$ cat src/rtl/ppi_pkg.sv
// Shared types and constants for the PPI8255A CPU-side bus master.
package ppi_pkg;

  typedef enum logic [1:0] {
    IDLE   = 2'd0,
    SETUP  = 2'd1,
    STROBE = 2'd2,
    HOLD   = 2'd3
  } ppiState_t;

  localparam logic [1:0] PPI_PORTA = 2'b00;
  localparam logic [1:0] PPI_PORTB = 2'b01;
  localparam logic [1:0] PPI_PORTC = 2'b10;
  localparam logic [1:0] PPI_CTRL  = 2'b11;

  // All ports input, mode 0
  localparam logic [7:0] PPI_DEFAULT_CW = 8'h9B;

  // Phase timer load value; a cycle count of 0 behaves as 1
  function automatic logic [3:0] phaseLoad(input int unsigned cyc);
    return (cyc == 0) ? 4'd0 : 4'(cyc - 1);
  endfunction

endpackage

$ cat src/rtl/ppi_phase_timer.sv
// 4-bit loadable down-counter; zero flags the last cycle of a phase.
import ppi_pkg::*;

module ppi_phase_timer (
  input  logic       Clk,
  input  logic       nReset,
  input  logic       load,
  input  logic [3:0] loadVal,
  output logic       zero
);

  logic [3:0] count;

  always_ff @(posedge Clk or negedge nReset) begin
    if (!nReset) begin
      count <= 4'd0;
    end else if (load) begin
      count <= loadVal;
    end else if (count != 4'd0) begin
      count <= count - 4'd1;
    end
  end

  assign zero = (count == 4'd0);

endmodule

$ cat src/rtl/ppi_bus_master.sv
// PPI8255A bus-cycle sequencer: valid/ready requests to phased nCs/nRe/nWr/A strobes.
// Define PPI_INIT_EN to issue one INIT_CW write to the control register after reset.
//
// state  | meaning
// IDLE   | ready for a request, bus released
// SETUP  | nCs/A (and write data) valid ahead of the strobe
// STROBE | nRe or nWr low
// HOLD   | strobe released, nCs/A/data still held
import ppi_pkg::*;

module ppi_bus_master #(
  parameter int unsigned SETUP_CYC  = 1,
  parameter int unsigned STROBE_CYC = 3,
  parameter int unsigned HOLD_CYC   = 1,
  parameter logic [7:0]  INIT_CW    = PPI_DEFAULT_CW
) (
  input  logic       Clk,
  input  logic       nReset,
  input  logic       ReqValid,
  output logic       ReqReady,
  input  logic       ReqWr,
  input  logic [1:0] ReqAddr,
  input  logic [7:0] ReqData,
  output logic       RspValid,
  output logic [7:0] RspData,
  output logic       nCs,
  output logic       nRe,
  output logic       nWr,
  output logic [1:0] A,
  output logic [7:0] DOut,
  output logic       DOe,
  input  logic [7:0] DIn,
  output logic       Busy
);

  localparam logic [3:0] SETUP_LD  = phaseLoad(SETUP_CYC);
  localparam logic [3:0] STROBE_LD = phaseLoad(STROBE_CYC);
  localparam logic [3:0] HOLD_LD   = phaseLoad(HOLD_CYC);

`ifdef PPI_INIT_EN
  localparam logic READY_RST = 1'b0;
`else
  localparam logic READY_RST = 1'b1;
`endif

  ppiState_t  state;
  logic       isWr;
  logic       initPending;
  logic       start;
  logic       startWr;
  logic [1:0] startAddr;
  logic [7:0] startData;
  logic       timerLoad;
  logic [3:0] timerVal;
  logic       timerZero;

`ifdef PPI_INIT_EN
  always_ff @(posedge Clk or negedge nReset) begin
    if (!nReset) begin
      initPending <= 1'b1;
    end else if (state == IDLE) begin
      initPending <= 1'b0;
    end
  end
`else
  assign initPending = 1'b0;
`endif

  // ReqReady is low while the init write is pending, so the two never collide
  assign start     = (state == IDLE) && ((ReqValid && ReqReady) || initPending);
  assign startWr   = initPending ? 1'b1    : ReqWr;
  assign startAddr = initPending ? PPI_CTRL : ReqAddr;
  assign startData = initPending ? INIT_CW  : ReqData;
  assign Busy      = (state != IDLE);

  always_comb begin
    timerLoad = 1'b0;
    timerVal  = 4'd0;
    case (state)
      IDLE:    begin timerLoad = start;     timerVal = SETUP_LD;  end
      SETUP:   begin timerLoad = timerZero; timerVal = STROBE_LD; end
      STROBE:  begin timerLoad = timerZero; timerVal = HOLD_LD;   end
      HOLD:    begin timerLoad = timerZero; timerVal = 4'd0;      end
      default: begin timerLoad = 1'b0;      timerVal = 4'd0;      end
    endcase
  end

  ppi_phase_timer uTimer (
    .Clk     (Clk),
    .nReset  (nReset),
    .load    (timerLoad),
    .loadVal (timerVal),
    .zero    (timerZero)
  );

  always_ff @(posedge Clk or negedge nReset) begin
    if (!nReset) begin
      state    <= IDLE;
      isWr     <= 1'b0;
      ReqReady <= READY_RST;
      nCs      <= 1'b1;
      nRe      <= 1'b1;
      nWr      <= 1'b1;
      A        <= 2'b00;
      DOut     <= 8'h00;
      DOe      <= 1'b0;
      RspValid <= 1'b0;
      RspData  <= 8'h00;
    end else begin
      RspValid <= 1'b0;
      case (state)
        IDLE: if (start) begin
          state    <= SETUP;
          ReqReady <= 1'b0;
          isWr     <= startWr;
          A        <= startAddr;
          DOut     <= startWr ? startData : 8'h00;
          DOe      <= startWr;
          nCs      <= 1'b0;
        end
        SETUP: if (timerZero) begin
          state <= STROBE;
          nWr   <= ~isWr;
          nRe   <= isWr;
        end
        STROBE: if (timerZero) begin
          state <= HOLD;
          nWr   <= 1'b1;
          nRe   <= 1'b1;
          if (!isWr) RspData <= DIn;
        end
        HOLD: if (timerZero) begin
          state    <= IDLE;
          nCs      <= 1'b1;
          DOe      <= 1'b0;
          ReqReady <= 1'b1;
          RspValid <= ~isWr;
        end
        default: state <= IDLE;
      endcase
    end
  end

endmodule

$ cat config.mk
export PLATFORM = sky130hd
export DESIGN_NAME = ppi_bus_master
export DESIGN_NICKNAME = d
export VERILOG_FILES = /design/src/rtl/ppi_pkg.sv /design/src/rtl/ppi_phase_timer.sv /design/src/rtl/ppi_bus_master.sv
export SDC_FILE = /design/constraint.sdc
export NUM_CORES = 1
export LEC_CHECK = 0
export CAP_MARGIN = 20
export CORE_ASPECT_RATIO = 0.9
export CORE_UTILIZATION = 48
export CTS_CLUSTER_SIZE = 20
export DETAILED_ROUTE_END_ITERATION = 10
export PLACE_DENSITY_LB_ADDON = 0.25
export REMOVE_ABC_BUFFERS = 1
export SLEW_MARGIN = 10
export SYNTH_ARGS = -nofsm -noshare
export SYNTH_HDL_FRONTEND = slang
export SYNTH_SLANG_ARGS = --single-unit
$ cat constraint.sdc
create_clock -name Clk -period 4.8 [get_ports Clk]
set_input_delay 1.2 -clock Clk [delete_from_list [all_inputs] [get_ports Clk]]
set_output_delay 1.2 -clock Clk [all_outputs]
set_load 0.02 [all_outputs]
==> results of run 1 <==
-- per-layer routing --
layer	wire, um	GRT usage [%]	up-vias	part of all wire [%]
met3	158	5.62	7	5.6
met4	51	10.7	0	1.8
li1	-	-	531	-
met5	0	0	-	0
met1	1160	22.7	514	41
met2	1440	37.3	36	51
-- worst max-delay path by stage --
stage | depth (start not counted) | from | end | slack, ns
floorplan | 3 | state[0] | Busy | 2.68
global placement | 3 | ReqValid | A[1] | 2.07
detailed placement | 3 | ReqValid | A[1] | 2.02
CTS | 4 | state[0] | Busy | 1.68
global route | 4 | state[0] | Busy | 1.57
finish | 4 | state[0] | Busy | 1.70
-- worst min-delay path, cell delays in order (launching register included) --
cell and delay, ns:
dfrtp_1 0.36, nand2_1 0.05, o21ai_0 0.06
-- flip-flops by register name, indices dropped and copies added, names as in the netlist --
signal and flops:
DOut 8, RspData 8, uTimer.count 4, A 2, state 2, DOe 1, RspValid 1, isWr 1
nCs 1, nRe 1, nWr 1
-- report_power, final --
| group | internal (mW) | leakage [nW] | switching (mW) |
|---|---|---|---|
| Clock | 0.0709 | 0.0353 | 0.0852 |
| Sequential | 0.380 | 0.363 | 0.0868 |
| Combinational | 0.354 | 0.475 | 0.343 |
-- cell usage in the layout (no fill, tap or decap) --
cell type / Yosys / layout
a2bb2oi_1: 1 / 1
nand2_1: 18 / 18
dfrtp_1: 27 / 27
clkbuf_8: 0 / 1
mux2_2: 12 / 12
mux2i_1: 2 / 2
a211oi_1: 1 / 1
dfstp_2: 3 / 3
nor3b_4: 1 / 1
o2bb2ai_1: 1 / 1
a31o_2: 1 / 1
clkdlybuf4s50_1: 0 / 46
and4b_1: 1 / 1
or3b_2: 1 / 1
nand3_4: 1 / 1
a31oi_1: 2 / 2
buf_4: 1 / 1
o32a_1: 1 / 1
ha_1: 7 / 7
nor4b_1: 1 / 1
and3_1: 2 / 2
clkinv_2: 0 / 1
xnor2_1: 1 / 1
clkbuf_1: 1 / 1
nor3_1: 3 / 3
clkbuf_4: 0 / 5
inv_1: 7 / 7
buf_8: 0 / 1
o21ai_0: 10 / 10
nor2_1: 6 / 6
a21oi_1: 3 / 3
o22a_1: 2 / 2
nor3b_1: 1 / 1
nand3_1: 2 / 2
a211o_1: 1 / 1
-- area by class of cell --
cell class | instances | area [um2] | area share, %
clock inverter | 1 | 5.00 | 0.254
multi-input combinational | 82 | 598 | 30.3
inverter | 7 | 26.3 | 1.33
timing repair buffer | 48 | 483 | 24.5
tap | 40 | 50.0 | 2.54
sequential | 30 | 754 | 38.3
clock buffer | 7 | 55.1 | 2.79
-- through the flow --
stage / instance area [um2] / power (mW) / hold WS, ns / setup WS, ns / util [%]
finish: 1970 / 1.32 / 0.498 / 1.70 / 71.2
global route: 1970 / 1.41 / 0.525 / 1.57 / 71.2
CTS: 1960 / 1.33 / 0.499 / 1.68 / 70.6
detailed placement: 1900 / 1.17 / 0.475 / 2.02 / 68.5
global placement: 1900 / 1.14 / 0.470 / 2.07 / 68.5
floorplan: 1380 / 0.886 / 0.503 / 2.68 / -
-- logic make-up (layout without fill, tap and decap cells) --
group | Yosys count | count (layout) | share of synthesized area, %
buf+inv | 12 | 63 | 4.17
compound gates | 23 | 23 | 10.5
xor+xnor | 1 | 1 | 0.621
simple gates | 37 | 37 | 14.1
mux | 14 | 14 | 11.0
fa+ha+maj | 7 | 7 | 6.21
flops | 30 | 30 | 53.5
==> summary.md, run 1 <==
| Metric | Value |
|---|---|
| Rows | 18 |
| Hold Buf Count CTS | 0 |
| Max cap viols | 0 |
| Remaining global-route overflow | 0 |
| Crit Path Category | reg2out |
| Yosys cell types | 32 |
| Asr flop ratio synth | 100% |
| Worst-path clk slew | 0.09 ns |
| Die Width | 59.2 um |
| Most area-consuming cells after synthesis | dfrtp_1 48%, mux2_2 9.6%, ha_1 6.2%, dfstp_2 5.6%, nand2_1 4.8% |
| Finished Layout Cells | 215 |
| Crit path cell chain | inv_1 > ha_1 > inv_1 > clkdlybuf4s50_1 |
| Final wirelength | 2810 um |
| Clock period minus worst slack | 3.10 ns |
| Largest fanout on the critical path | 9 |
| Post-layout nets | 203 |
| Post-route ant nets | 0 |
| TritonCTS buffer count | 5 |
| Reg2Reg Setup Slack | 2.74 ns |
| Post-CTS setup buffers | 0 |
| Fill cell count | 207 |
| Die H | roughly 53 um |
| Arr. time, crit path | between 1.5 and 2 ns |
| Reg2reg start | uTimer.count[0] |
| Flip-flop and latch count after synthesis | 30 |
| Slew Limit Headroom | 58.2% |
| Max VDD drop | 0.405 mV |
| Leakage | 0.874 nW |
| Most used DFF post-synth | dfrtp_1 |
| DIE AREA | 0.00316 mm2 |
| Initial antenna violation count | 0 |
| Share of layout cells above drive strength 1 | 16.0% |
| Worst Tran Pin Value | 0.626 ns |
| Final Cycle Share | 64.5% |
| Most used cell along the critical path | inv_1 |
| Post-synthesis sequential area ratio | a little over half |
| Ys Warns | 0 |
| # resized after CTS | 0 |
| Mapped Area | around 0.0014 mm2 |
| Root Buffer | clkbuf_4 |
| Final Skew | 0.00401 ns |
| Ant diodes | 0 |
| Gate Count Post-Synth | 124 |
| Fin. Hold Viols | 0 |
| Status | finished clean |
| Vias post-DR | about 1,100 |
| Initial core utilization | between 50 and 60% |
| WL/cell | 13.1 um |
| Hold EP | DOut[5] |
| CP Data Required Time | about 3.6 ns |
| Hold path cells | 2 |
| DPL Wire Length | ~2100 um |
| Area growth, synth to finish | 39.7% |
| 1st-iter DRT viols | 37 |
| Total Routing Usage GR | a little over a fifth |
| # IOs | 47 |
| Worst R2R Path Depth | 5 |
| Htree depth | 2 |
| Avg Inst Size Synth | 11.4 um2 |
| Core area | 0.00277 mm2 |
| Worst path max stage delay | 0.61 ns |
| FF-to-FF End | state[1] |
| F_max | 323 MHz |
| Via density per instance | roughly 5.1 |
| Pwr Density | 669 mW/mm2 |
| Residual DRC | 0 |
| CP endpoint kind | primary output |
| Critical Path Start Type | register |
| Setup TNS | 0 ns |
| Most instantiated library cell after synthesis | dfrtp_1 |
| RSZ-0062 raised after global routing | false |
| Clk sinks | 30 |
| Placed Cells incl. Taps | slightly above 200 |
| Delay-heaviest family, CP | buffers and inverters |
| Final setup violation count | 0 |
| Worst hold-check path type | reg2reg |
| CTS tree | built |
| Vias in the first global route | 1,106 |
| Clock Tree Buf Depth | 2 |
| First-pass GRT wire length | 4680 um |
| Synth cell count leaders | 27 x dfrtp_1, 18 x nand2_1, 12 x mux2_2 |
| Worst skew pair latency | 0.32 ns |
| DRT Pass-1 Iters | 4 |
| Final Max Tran Viols | 0 |
| Largest net degree at the start of global routing | 24 |
| Worst path buffer plus inverter count | 3 |
| RePlAce Congestion | 0.837 |
| EDFF count, synth | 0 |
| Area leader, netlist | dfrtp_1 |
| CP max stage cell | clkdlybuf4s50_1 |
| Top cell type's share of synthesized area | 47.9% |
| HP Start | DOut[5] |
| Port Buffers | 46 |
Power figures use the tool's default switching activity.
==> run 2, diff against run 1 <==
- CORE_UTILIZATION: 48 -> 40
- clock period: 4.8 -> 2.8 ns (I/O delays scaled with it)
==> run 2 against run 1 <==
Net effect:
- combinational power rose by 75%
- hold slack got worse by 0.0043 ns
- cell count rose by 1.9%
- routed wire length rose by 7.9%
- worst setup slack got worse by 1.5 ns
- count of clock-buffer cells in the layout did not move
- sequential share of layout area fell by 0.55 points
- power rose by 81%
- flip-flop and latch count did not move
- global-route usage fell by 1.9 points
- first-iteration DRC count rose by 8.1%
- critical path depth did not move
==> summary.md, run 2 (synthesis results as in run 1) <==
| Metric | Value |
|---|---|
| DRT Pass-1 Iters | 4 (unchanged) |
| CP endpoint kind | primary output |
| Reg2reg start | state[0] |
| Placed Cells incl. Taps | 211 (+2.4%) |
| Core area | 0.00338 mm2 (+22%) |
| WL/cell | 13.8 um (+5.9%) |
| FF-to-FF End | A[1] |
| FF/Latch Area | 754 um2 (unchanged) |
| Htree depth | 2 (unchanged) |
| Rows | 20 (+2) |
| Vias post-DR | 1,096 (+0.74%) |
| Ant diodes | 0 (unchanged) |
| Initial antenna violation count | 0 (unchanged) |
| Leakage | 0.885 nW (+1.2%) |
| Setup WS pre-CTS | 0.522 ns (-1.49 ns) |
| Fill cell count | 293 (+42%) |
| Largest regs | DOut x8, RspData x8, uTimer.count x4 |
| Wire length on met1 | 1240 um (+7.1%) |
| Via density per instance | 5.00 (-1.1%) |
| Die Width | 64.6 um (+9.2%) |
| Residual DRC | 0 (unchanged) |
| Critical Path End | Busy |
| Share of layout cells above drive strength 1 | 16.0% (unchanged) |
| Multi-input logic area | 598 um2 (unchanged) |
| Max cap viols | 0 (unchanged) |
| DPL Wire Length | 2240 um (+6.1%) |
| Setup TNS | 0 ns (unchanged) |
| Status | finished clean |
| Met3 routed WL | 180 um (+14%) |
| Largest net degree at the start of global routing | 31 (+29%) |
| Slew Limit Headroom | 59.2% (+0.99 points) |
| Final wirelength | 3030 um (+7.9%) |
| Final Cycle Share | about nine tenths |
| Arr. time, crit path | 1.87 ns (-0.03 ns) |
| Fin util | 59.2% (-12 points) |
| Final Skew | 0.00324 ns (-0.000770 ns) |
| Clock period minus worst slack | roughly 2.6 ns |
| Critical Path Start Type | register |
| Post-layout nets | 203 (unchanged) |
| Switch Pwr | 0.920 mW (+79%) |
| CTS tree | built |
| Max VDD drop | 0.550 mV (+36%) |
| Comb power frac | 51.1% (-1.7 points) |
| # IOs | 47 (unchanged) |
| Worst skew pair latency | 0.28 ns (-0.04 ns) |
| Routed wl met2 | 1570 um (+8.7%) |
| Internal power | 1.46 mW (+82%) |
| Total Routing Usage GR | 18.9% (-1.9 points) |
| Root Buffer | clkbuf_8 |
| Die H | 58.4 um (+9.2%) |
| Final Total Pwr | 2.38 mW (+81%) |
| Fin. Hold Viols | 0 (unchanged) |
| Clk sinks | 30 (unchanged) |
| Pwr Density | 1190 mW/mm2 (+78%) |
| Worst-path clk slew | 0.06 ns (-0.03 ns) |
| Worst Tran Pin Value | 0.611 ns (-0.0148 ns) |
| Reg2Reg Setup Slack | 0.84 ns (-1.90 ns) |
| TritonCTS buffer count | 5 (unchanged) |
| Crit Path Category | reg2out |
| Hold Buf Count CTS | 0 (unchanged) |
| RePlAce Congestion | 0.773 (-7.7%) |
| Final Max Tran Viols | 0 (unchanged) |
| F_max | 389 MHz |
| Worst hold-check path type | reg2reg |
| 1st-iter DRT viols | 40 (+8.1%) |
| # resized after CTS | 0 (unchanged) |
| Worst R2R Path Depth | 4 (-1) |
| Highest Signal Layer | met4 |
| Final setup violation count | 0 (unchanged) |
| Switching Fraction | 38.6% (-0.44 points) |
| Clk pwr share | 15.1% (+3.3 points) |
| Port Buffers | 46 (unchanged) |
| Remaining global-route overflow | 0 (unchanged) |
| Post-route ant nets | 0 (unchanged) |
| Clock Tree Buf Depth | 2 (unchanged) |
| CP Data Required Time | 2.10 ns (-1.50 ns) |
| Vias in the first global route | 1,192 (+7.8%) |
| Worst Setup SP | state[0] |
| Most frequent cells in the layout | 46 x clkdlybuf4s50_1, 27 x dfrtp_1, 18 x nand2_1, 12 x mux2_2, 10 x o21ai_0 |
| Initial core utilization | 41.8% (-9.2 points) |
| DIE AREA | 0.00377 mm2 (+19%) |
| First-pass GRT wire length | 5290 um (+13%) |
| Setup ws final | 0.230 ns (-1.47 ns) |
| Power share of the sequential group | 33.7% (-1.7 points) |
| Commonest non-fill, non-tap cell in the layout | clkdlybuf4s50_1 |
| Largest fanout on the critical path | 9 (unchanged) |
| Finished Layout Cells | 219 (+1.9%) |
| RSZ-0062 raised after global routing | false |
| Area growth, synth to finish | 41.8% |
| Post-CTS setup buffers | 0 (unchanged) |
run 2: cell counts in the layout (fill, tap and decap cells not counted):
Identical to the previous run, type by type.
run 2: power groups by stage:
stage | Combinational, mW | Clock [mW] | Sequential, mW
2_1_floorplan | 0.541 | 0 | 0.977
3_3_place_gp | 1.18 | 0 | 0.794
3_5_place_dp | 1.23 | 0 | 0.809
4_1_cts | 1.24 | 0.368 | 0.807
5_1_grt | 1.32 | 0.386 | 0.835
6_report | 1.22 | 0.361 | 0.804
run 2: routing by layer:
metal  global-route usage [%]  vias up
met3                     8.14        7
li1                         -      532
met5                        0        -
met2                     33.2       34
met1                     21.0      523
met4                     5.71        0
run 2: worst max-delay path, stage by stage (launching register included):
cell and delay (ns):
dfrtp_1 0.42, inv_1 0.10, ha_1 0.32, inv_1 0.14, clkdlybuf4s50_1 0.61
run 2: worst min path at each step:
stage               to  startpoint  slack, ns  cells after the start
2_1_floorplan     A[0]      nReset       0.40                      0
5_1_grt        DOut[3]     DOut[3]       0.51                      2
3_5_place_dp   DOut[7]     DOut[7]       0.48                      2
6_report       DOut[3]     DOut[3]       0.49                      2
3_3_place_gp   DOut[1]     DOut[1]       0.47                      2
4_1_cts        DOut[7]     DOut[7]       0.49                      2
run 2: through the flow:
stage,hold WS [ns],area (um2)
floorplan,0.404,1380
global placement,0.466,1910
detailed placement,0.479,1910
CTS,0.493,2000
global route,0.511,2000
finish,0.494,2000
run 2: cell type report:
cell class	count	area share, %
Clock buffer	7	4.32
Clock inverter	1	0.250
Inverter	7	1.31
Multi-Input combinational cell	82	29.9
Sequential cell	30	37.7
Tap cell	44	2.75
Timing Repair Buffer	48	23.8
